$ cat src/rtl/edge_event_tx.sv
// Event-strobe to line-transition encoder with saturating backlog and minimum dwell.
// Define EDGE_TX_RZ_EN for return-to-zero pulses instead of NRZ toggles.
module edge_event_tx #(
  parameter int unsigned MIN_HOLD = 4,
  parameter int unsigned CNT_W    = 4
) (
  input  logic             clk,
  input  logic             reset_n,
  input  logic             event_i,
  input  logic             clr_ovf_i,
  output logic             line_o,
  output logic             busy_o,
  output logic [CNT_W-1:0] pending_o,
  output logic             overflow_o
);

  localparam int unsigned HOLD_W = (MIN_HOLD > 1) ? $clog2(MIN_HOLD) : 1;
  localparam logic [HOLD_W-1:0] HOLD_LOAD = HOLD_W'(MIN_HOLD - 1);
  localparam logic [CNT_W-1:0]  CNT_MAX   = {CNT_W{1'b1}};

`ifdef EDGE_TX_RZ_EN
  typedef enum logic [1:0] {IDLE = 2'd0, HOLD = 2'd1, HOLD_LO = 2'd2} state_t;
`else
  typedef enum logic [1:0] {IDLE = 2'd0, HOLD = 2'd1} state_t;
`endif

  state_t            state_q, state_d;
  logic [HOLD_W-1:0] hold_q, hold_d;
  logic [CNT_W-1:0]  pending_d;
  logic              line_d;
  logic              overflow_d;
  logic              fire;
  logic              accept;
  logic              drop;
  logic              hold_done;
  logic              has_pend;
  logic              full;

  // State and output registers
  always_ff @(posedge clk or negedge reset_n) begin
    if (!reset_n) begin
      state_q    <= IDLE;
      hold_q     <= '0;
      line_o     <= 1'b0;
      pending_o  <= '0;
      overflow_o <= 1'b0;
    end else begin
      state_q    <= state_d;
      hold_q     <= hold_d;
      line_o     <= line_d;
      pending_o  <= pending_d;
      overflow_o <= overflow_d;
    end
  end

  // Next-state, dwell timing, backlog accounting and overflow flag
  always_comb begin
    state_d    = state_q;
    hold_d     = hold_q;
    line_d     = line_o;
    pending_d  = pending_o;
    overflow_d = overflow_o;
    fire       = 1'b0;
    accept     = 1'b0;
    drop       = 1'b0;
    hold_done  = (hold_q == '0);
    has_pend   = (pending_o != '0);
    full       = (pending_o == CNT_MAX);

    unique case (state_q)
      IDLE: begin
        if (has_pend) fire = 1'b1;
      end
      HOLD: begin
        if (!hold_done) begin
          hold_d = hold_q - HOLD_W'(1);
`ifdef EDGE_TX_RZ_EN
        end else begin
          // High half of the pulse is over; dwell low before the next event
          line_d  = 1'b0;
          hold_d  = HOLD_LOAD;
          state_d = HOLD_LO;
        end
      end
      HOLD_LO: begin
        if (!hold_done) begin
          hold_d = hold_q - HOLD_W'(1);
`endif
        end else if (has_pend) begin
          fire = 1'b1;
        end else begin
          state_d = IDLE;
        end
      end
      default: begin
        state_d = IDLE;
        hold_d  = '0;
      end
    endcase

    if (fire) begin
`ifdef EDGE_TX_RZ_EN
      line_d = 1'b1;
`else
      line_d = ~line_o;
`endif
      hold_d  = HOLD_LOAD;
      state_d = HOLD;
    end

    // A fire frees one slot, so a saturated counter can still take the event
    accept = event_i & (~full | fire);
    drop   = event_i & full & ~fire;

    if (accept && !fire) begin
      pending_d = pending_o + CNT_W'(1);
    end else if (!accept && fire) begin
      pending_d = pending_o - CNT_W'(1);
    end

    if (drop) begin
      overflow_d = 1'b1;
    end else if (clr_ovf_i) begin
      overflow_d = 1'b0;
    end
  end

  assign busy_o = (state_q != IDLE) || (pending_o != '0);

endmodule

$ cat config.mk
export PLATFORM = sky130hd
export DESIGN_NAME = edge_event_tx
export DESIGN_NICKNAME = d
export VERILOG_FILES = /design/src/rtl/edge_event_tx.sv
export SDC_FILE = /design/constraint.sdc
export NUM_CORES = 1
export LEC_CHECK = 0
export CORE_AREA = 5 5 42 44
export DETAILED_ROUTE_END_ITERATION = 10
export DIE_AREA = 0 0 47 49
export PLACE_DENSITY = 0.66
export SLEW_MARGIN = 20
export SYNTH_ARGS = -nofsm -noshare
export SYNTH_HDL_FRONTEND = slang
export SYNTH_SLANG_ARGS = --single-unit
export TNS_END_PERCENT = 20
$ cat constraint.sdc
create_clock -name clk -period 3.1 [get_ports clk]
set_clock_uncertainty 0.2 [all_clocks]
set_input_delay 0.31 -clock clk [delete_from_list [all_inputs] [get_ports clk]]
set_output_delay 0.31 -clock clk [all_outputs]
set_load 0.005 [all_outputs]
==> impl_results.html <==
<table>
<tr><th>Metric</th><th>Value</th></tr>
<tr><th colspan="2">Status</th></tr>
<tr><td>Result of the run</td><td>finished clean</td></tr>
<tr><th colspan="2">Worst setup path</th></tr>
<tr><td>Number of buffer and inverter stages on the critical path</td><td>1</td></tr>
<tr><td>Startpoint type of the worst setup path</td><td>register</td></tr>
<tr><td>Arrival time reported for the critical path endpoint</td><td>2.78 ns</td></tr>
<tr><td>Required time at the endpoint of the critical path</td><td>3.03 ns</td></tr>
<tr><td>Largest incremental delay on the critical path</td><td>0.56 ns</td></tr>
<tr><td>Dominant delay contributor by cell family on the critical path</td><td>simple AND/OR/NAND/NOR gates</td></tr>
<tr><td>Master of the slowest instance on the critical path</td><td>sky130_fd_sc_hd__or4_4</td></tr>
<tr><td>CP cell instances</td><td>or4_4, nand2_2, ha_1, inv_1, ha_1, or4_1, o211ai_1, o211ai_1</td></tr>
<tr><td>Crit path capture type</td><td>register</td></tr>
<tr><td>Critical Path Fanout Max</td><td>7</td></tr>
<tr><td>Register-to-register setup slack</td><td>0.25 ns</td></tr>
<tr><td>Cell count along the critical path</td><td>8</td></tr>
<tr><td>Number of cell instances on the worst register-to-register path</td><td>8</td></tr>
<tr><td>Path type of the worst setup path</td><td>register to register</td></tr>
<tr><th colspan="2">Power and ir drop</th></tr>
<tr><td>Total internal power</td><td>0.448 mW</td></tr>
<tr><td>Clock network power share</td><td>0.118</td></tr>
<tr><td>Switching Share</td><td>0.387</td></tr>
<tr><td>Sequential Power Share</td><td>0.310</td></tr>
<tr><td>Sw Pwr</td><td>0.283 mW</td></tr>
<tr><td>Worst supply voltage drop on vdd</td><td>0.000495 V</td></tr>
<tr><td>Combinational cell fraction of total power</td><td>0.571</td></tr>
<tr><td>Power Density</td><td>1060 nW/um2</td></tr>
<tr><td>Static leakage</td><td>0.286 nW</td></tr>
<tr><th colspan="2">Placement</th></tr>
<tr><td>Count of port buffers added during placement</td><td>10</td></tr>
<tr><td>HPWL reported at the end of detailed placement</td><td>771 um</td></tr>
<tr><td>Cell area reported after detailed placement</td><td>662 um2</td></tr>
<tr><td>Placer congestion estimate</td><td>0.786</td></tr>
<tr><td>DP Worst Slack</td><td>0.250 ns</td></tr>
<tr><th colspan="2">Timing</th></tr>
<tr><td>Setup TNS</td><td>0 ns</td></tr>
<tr><td>Achievable clock frequency</td><td>351 MHz</td></tr>
<tr><td>Total count of max-transition violations in the final report</td><td>0</td></tr>
<tr><td>Setup repair after global routing missed its margin</td><td>false</td></tr>
<tr><td>Post-route worst setup slack</td><td>0.251 ns</td></tr>
<tr><td>Slew at the pin with the worst max-slew slack</td><td>0.400 ns</td></tr>
<tr><td>Final setup vio count</td><td>0</td></tr>
<tr><td>Final critical-path share of the clock period</td><td>0.919</td></tr>
<tr><td>Slew HR</td><td>0.732</td></tr>
<tr><td>Final min period</td><td>2.85 ns</td></tr>
<tr><td>Final hold vios</td><td>0</td></tr>
<tr><th colspan="2">GRT</th></tr>
<tr><td>Overflow left after global routing</td><td>0</td></tr>
<tr><td>Number of global-route vias before repair</td><td>389</td></tr>
<tr><td>Overall global routing resource usage</td><td>0.0945</td></tr>
<tr><td>Global-route wire length before repair</td><td>1590 um</td></tr>
<tr><td>Initial antenna violation count</td><td>0</td></tr>
<tr><td>Maximum number of pins on one net before global-route repair</td><td>11</td></tr>
<tr><th colspan="2">Layout</th></tr>
<tr><td>Total of fill cells in the finished design</td><td>137</td></tr>
<tr><td>Number of nets in the final layout</td><td>77</td></tr>
<tr><td>Leading cell type in the layout, fill and taps excluded</td><td>sky130_fd_sc_hd__clkdlybuf4s50_1</td></tr>
<tr><td>Summed area of non-filler cells in the final layout</td><td>688 um2</td></tr>
<tr><td>Commonest cells after routing, fill and taps aside</td><td>sky130_fd_sc_hd__clkdlybuf4s50_1 (10), sky130_fd_sc_hd__dfrtp_1 (9), sky130_fd_sc_hd__inv_1 (4), sky130_fd_sc_hd__a21oi_1 (4), sky130_fd_sc_hd__ha_1 (4)</td></tr>
<tr><td>ANT cells</td><td>0</td></tr>
<tr><td>Area overhead of the layout relative to synthesis</td><td>27.9%</td></tr>
<tr><td>Fraction of layout cells with a size suffix above 1</td><td>0.104</td></tr>
<tr><th colspan="2">Synth</th></tr>
<tr><td>Number of warnings reported in the yosys synthesis log</td><td>0</td></tr>
<tr><td>Seq cells post-synth</td><td>9</td></tr>
<tr><td>Average cell area after synthesis</td><td>10.2 um2</td></tr>
<tr><td>Mapped cell area</td><td>538 um2</td></tr>
<tr><td>Synth Net Count</td><td>62</td></tr>
<tr><td>Number of instances in the synthesized netlist</td><td>53</td></tr>
<tr><td>Netlist cell types</td><td>26</td></tr>
<tr><td>Sequential share of the synthesized area</td><td>0.419</td></tr>
<tr><th colspan="2">Job</th></tr>
<tr><td>Maximum Capacitance Violations</td><td>0</td></tr>
<tr><th colspan="2">Die</th></tr>
<tr><td>Starting density of the core</td><td>0.384</td></tr>
<tr><td>Height of the chip</td><td>49 um</td></tr>
<tr><td>CORE AREA</td><td>1400 um2</td></tr>
<tr><td>Die Wd</td><td>47 um</td></tr>
<tr><td>Die footprint</td><td>2300 um2</td></tr>
<tr><td>Ports</td><td>11</td></tr>
<tr><td>Number of rows created at floorplan</td><td>14</td></tr>
<tr><th colspan="2">Clock tree</th></tr>
<tr><td>Post-CTS repair timing setup buffer count</td><td>0</td></tr>
<tr><td>Cell at the root of the clock tree</td><td>sky130_fd_sc_hd__clkbuf_4</td></tr>
<tr><td>Post-CTS Resized</td><td>0</td></tr>
<tr><td>Source-to-sink clock delay at the later pin of the worst-skew pair</td><td>0.26 ns</td></tr>
<tr><td>Number of H-tree branching levels</td><td>1</td></tr>
<tr><td>Clk sinks</td><td>9</td></tr>
<tr><td>Clock slew at the register clock pins of the worst setup and hold paths</td><td>0.06 ns</td></tr>
<tr><td>Total CTS buffers</td><td>3</td></tr>
<tr><td>Maximum root-to-sink buffer count</td><td>2</td></tr>
<tr><td>Clock tree from TritonCTS</td><td>done</td></tr>
<tr><td>Hold buffer count at CTS</td><td>0</td></tr>
<tr><th colspan="2">Routing</th></tr>
<tr><td>Count of unresolved DRC violations after routing</td><td>0</td></tr>
<tr><td>Pre-Repair DR Iteration Count</td><td>3</td></tr>
<tr><td>Average wire per standard cell</td><td>11.3 um</td></tr>
<tr><td>Number of design-rule violations left by the first detailed-router iteration</td><td>7</td></tr>
<tr><td>Antenna Violating Nets Remaining</td><td>0</td></tr>
<tr><td>Detailed-route via count</td><td>424</td></tr>
<tr><td>Post-Route WL</td><td>938 um</td></tr>
<tr><td>Detailed-route vias per instance</td><td>5.11</td></tr>
<tr><th colspan="2">Hold path</th></tr>
<tr><td>Hold crit path type</td><td>input port to async pin</td></tr>
</table>
==> cells in the mapped netlist, drive strengths merged <==
cell	count	area, um2
or4	2	18.8
nor2b	2	12.5
a2111o	1	11.3
dfrtp	9	225
nor4	1	6.26
ha	4	50.1
clkbuf	1	3.75
nand3	2	10.0
mux2i	1	10.0
or3	1	6.26
nand2	4	17.5
nor2	1	3.75
nand2b	2	12.5
o21ai	1	5.00
nor3	3	15.0
nand4	1	6.26
a21oi	4	20.0
fa	1	20.0
a22o	1	8.76
o211ai	2	15.0
nand3b	1	7.51
xnor2	3	26.3
mux2	1	11.3
inv	4	15.0
==> power by group through the flow <==
| stage | logic (mW) | clock network (mW) | registers [mW] |
|---|---|---|---|
| detailed placement | 0.422 | 0 | 0.229 |
| global placement | 0.409 | 0 | 0.229 |
| floorplan | 0.270 | 0 | 0.234 |
| global route | 0.473 | 0.0954 | 0.237 |
| finish | 0.417 | 0.0866 | 0.227 |
| CTS | 0.425 | 0.0911 | 0.228 |
==> metrics by stage <==
step / hold WS, ns / instances / power (mW) / utilization
CTS: 0.155 / 83 / 0.744 / 0.491
floorplan: -0.186 / 53 / 0.504 / -
finish: 0.145 / 83 / 0.730 / 0.491
global placement: 0.258 / 79 / 0.638 / 0.472
global route: 0.190 / 83 / 0.806 / 0.491
detailed placement: 0.268 / 79 / 0.651 / 0.472
==> state kept, by name, indices dropped and copies added, names as in the netlist <==
register / flops
overflow_o: 1
pending_o: 4
state_q: 1
line_o: 1
hold_q: 2
==> metal layers <==
layer	global-route usage	wire, um	vias to the layer above
li1	-	-	216
met1	0.129	438	193
met2	0.127	403	13
met3	0.0295	81	2
met4	0.0553	14	0
met5	0	0	-
==> cell type report <==
cell class	instances	area, um2	share of cell area
Sequential cell	9	225	0.327
Timing Repair Buffer	11	108	0.156
Clock buffer	4	26.3	0.0382
Inverter	4	15.0	0.0218
Multi-Input combinational cell	39	294	0.427
Tap cell	16	20.0	0.0291
==> logic make-up (layout without fill, tap and decap cells) <==
logic type               after synthesis  after routing  share of synthesized area
adder cells (fa/ha/maj)                5              5                      0.130
XOR/XNOR                               3              3                     0.0488
flip-flops                             9              9                      0.419
multiplexers                           2              2                     0.0395
buffers and inverters                  5             19                     0.0349
AND/OR/NAND/NOR                       20             20                      0.216
AO/OA/AOI/OAI                          9              9                      0.112
==> path summary, 6_finish.rpt <==
check	from	to
min reg2reg	line_o	line_o
min in group clk	line_o	line_o
min	reset_n	state_q[0]
max	pending_o[1]	pending_o[3]
max reg2reg	pending_o[1]	pending_o[3]
max in group asynchronous	reset_n	hold_q[1]
(Power assumes the default switching activity.)
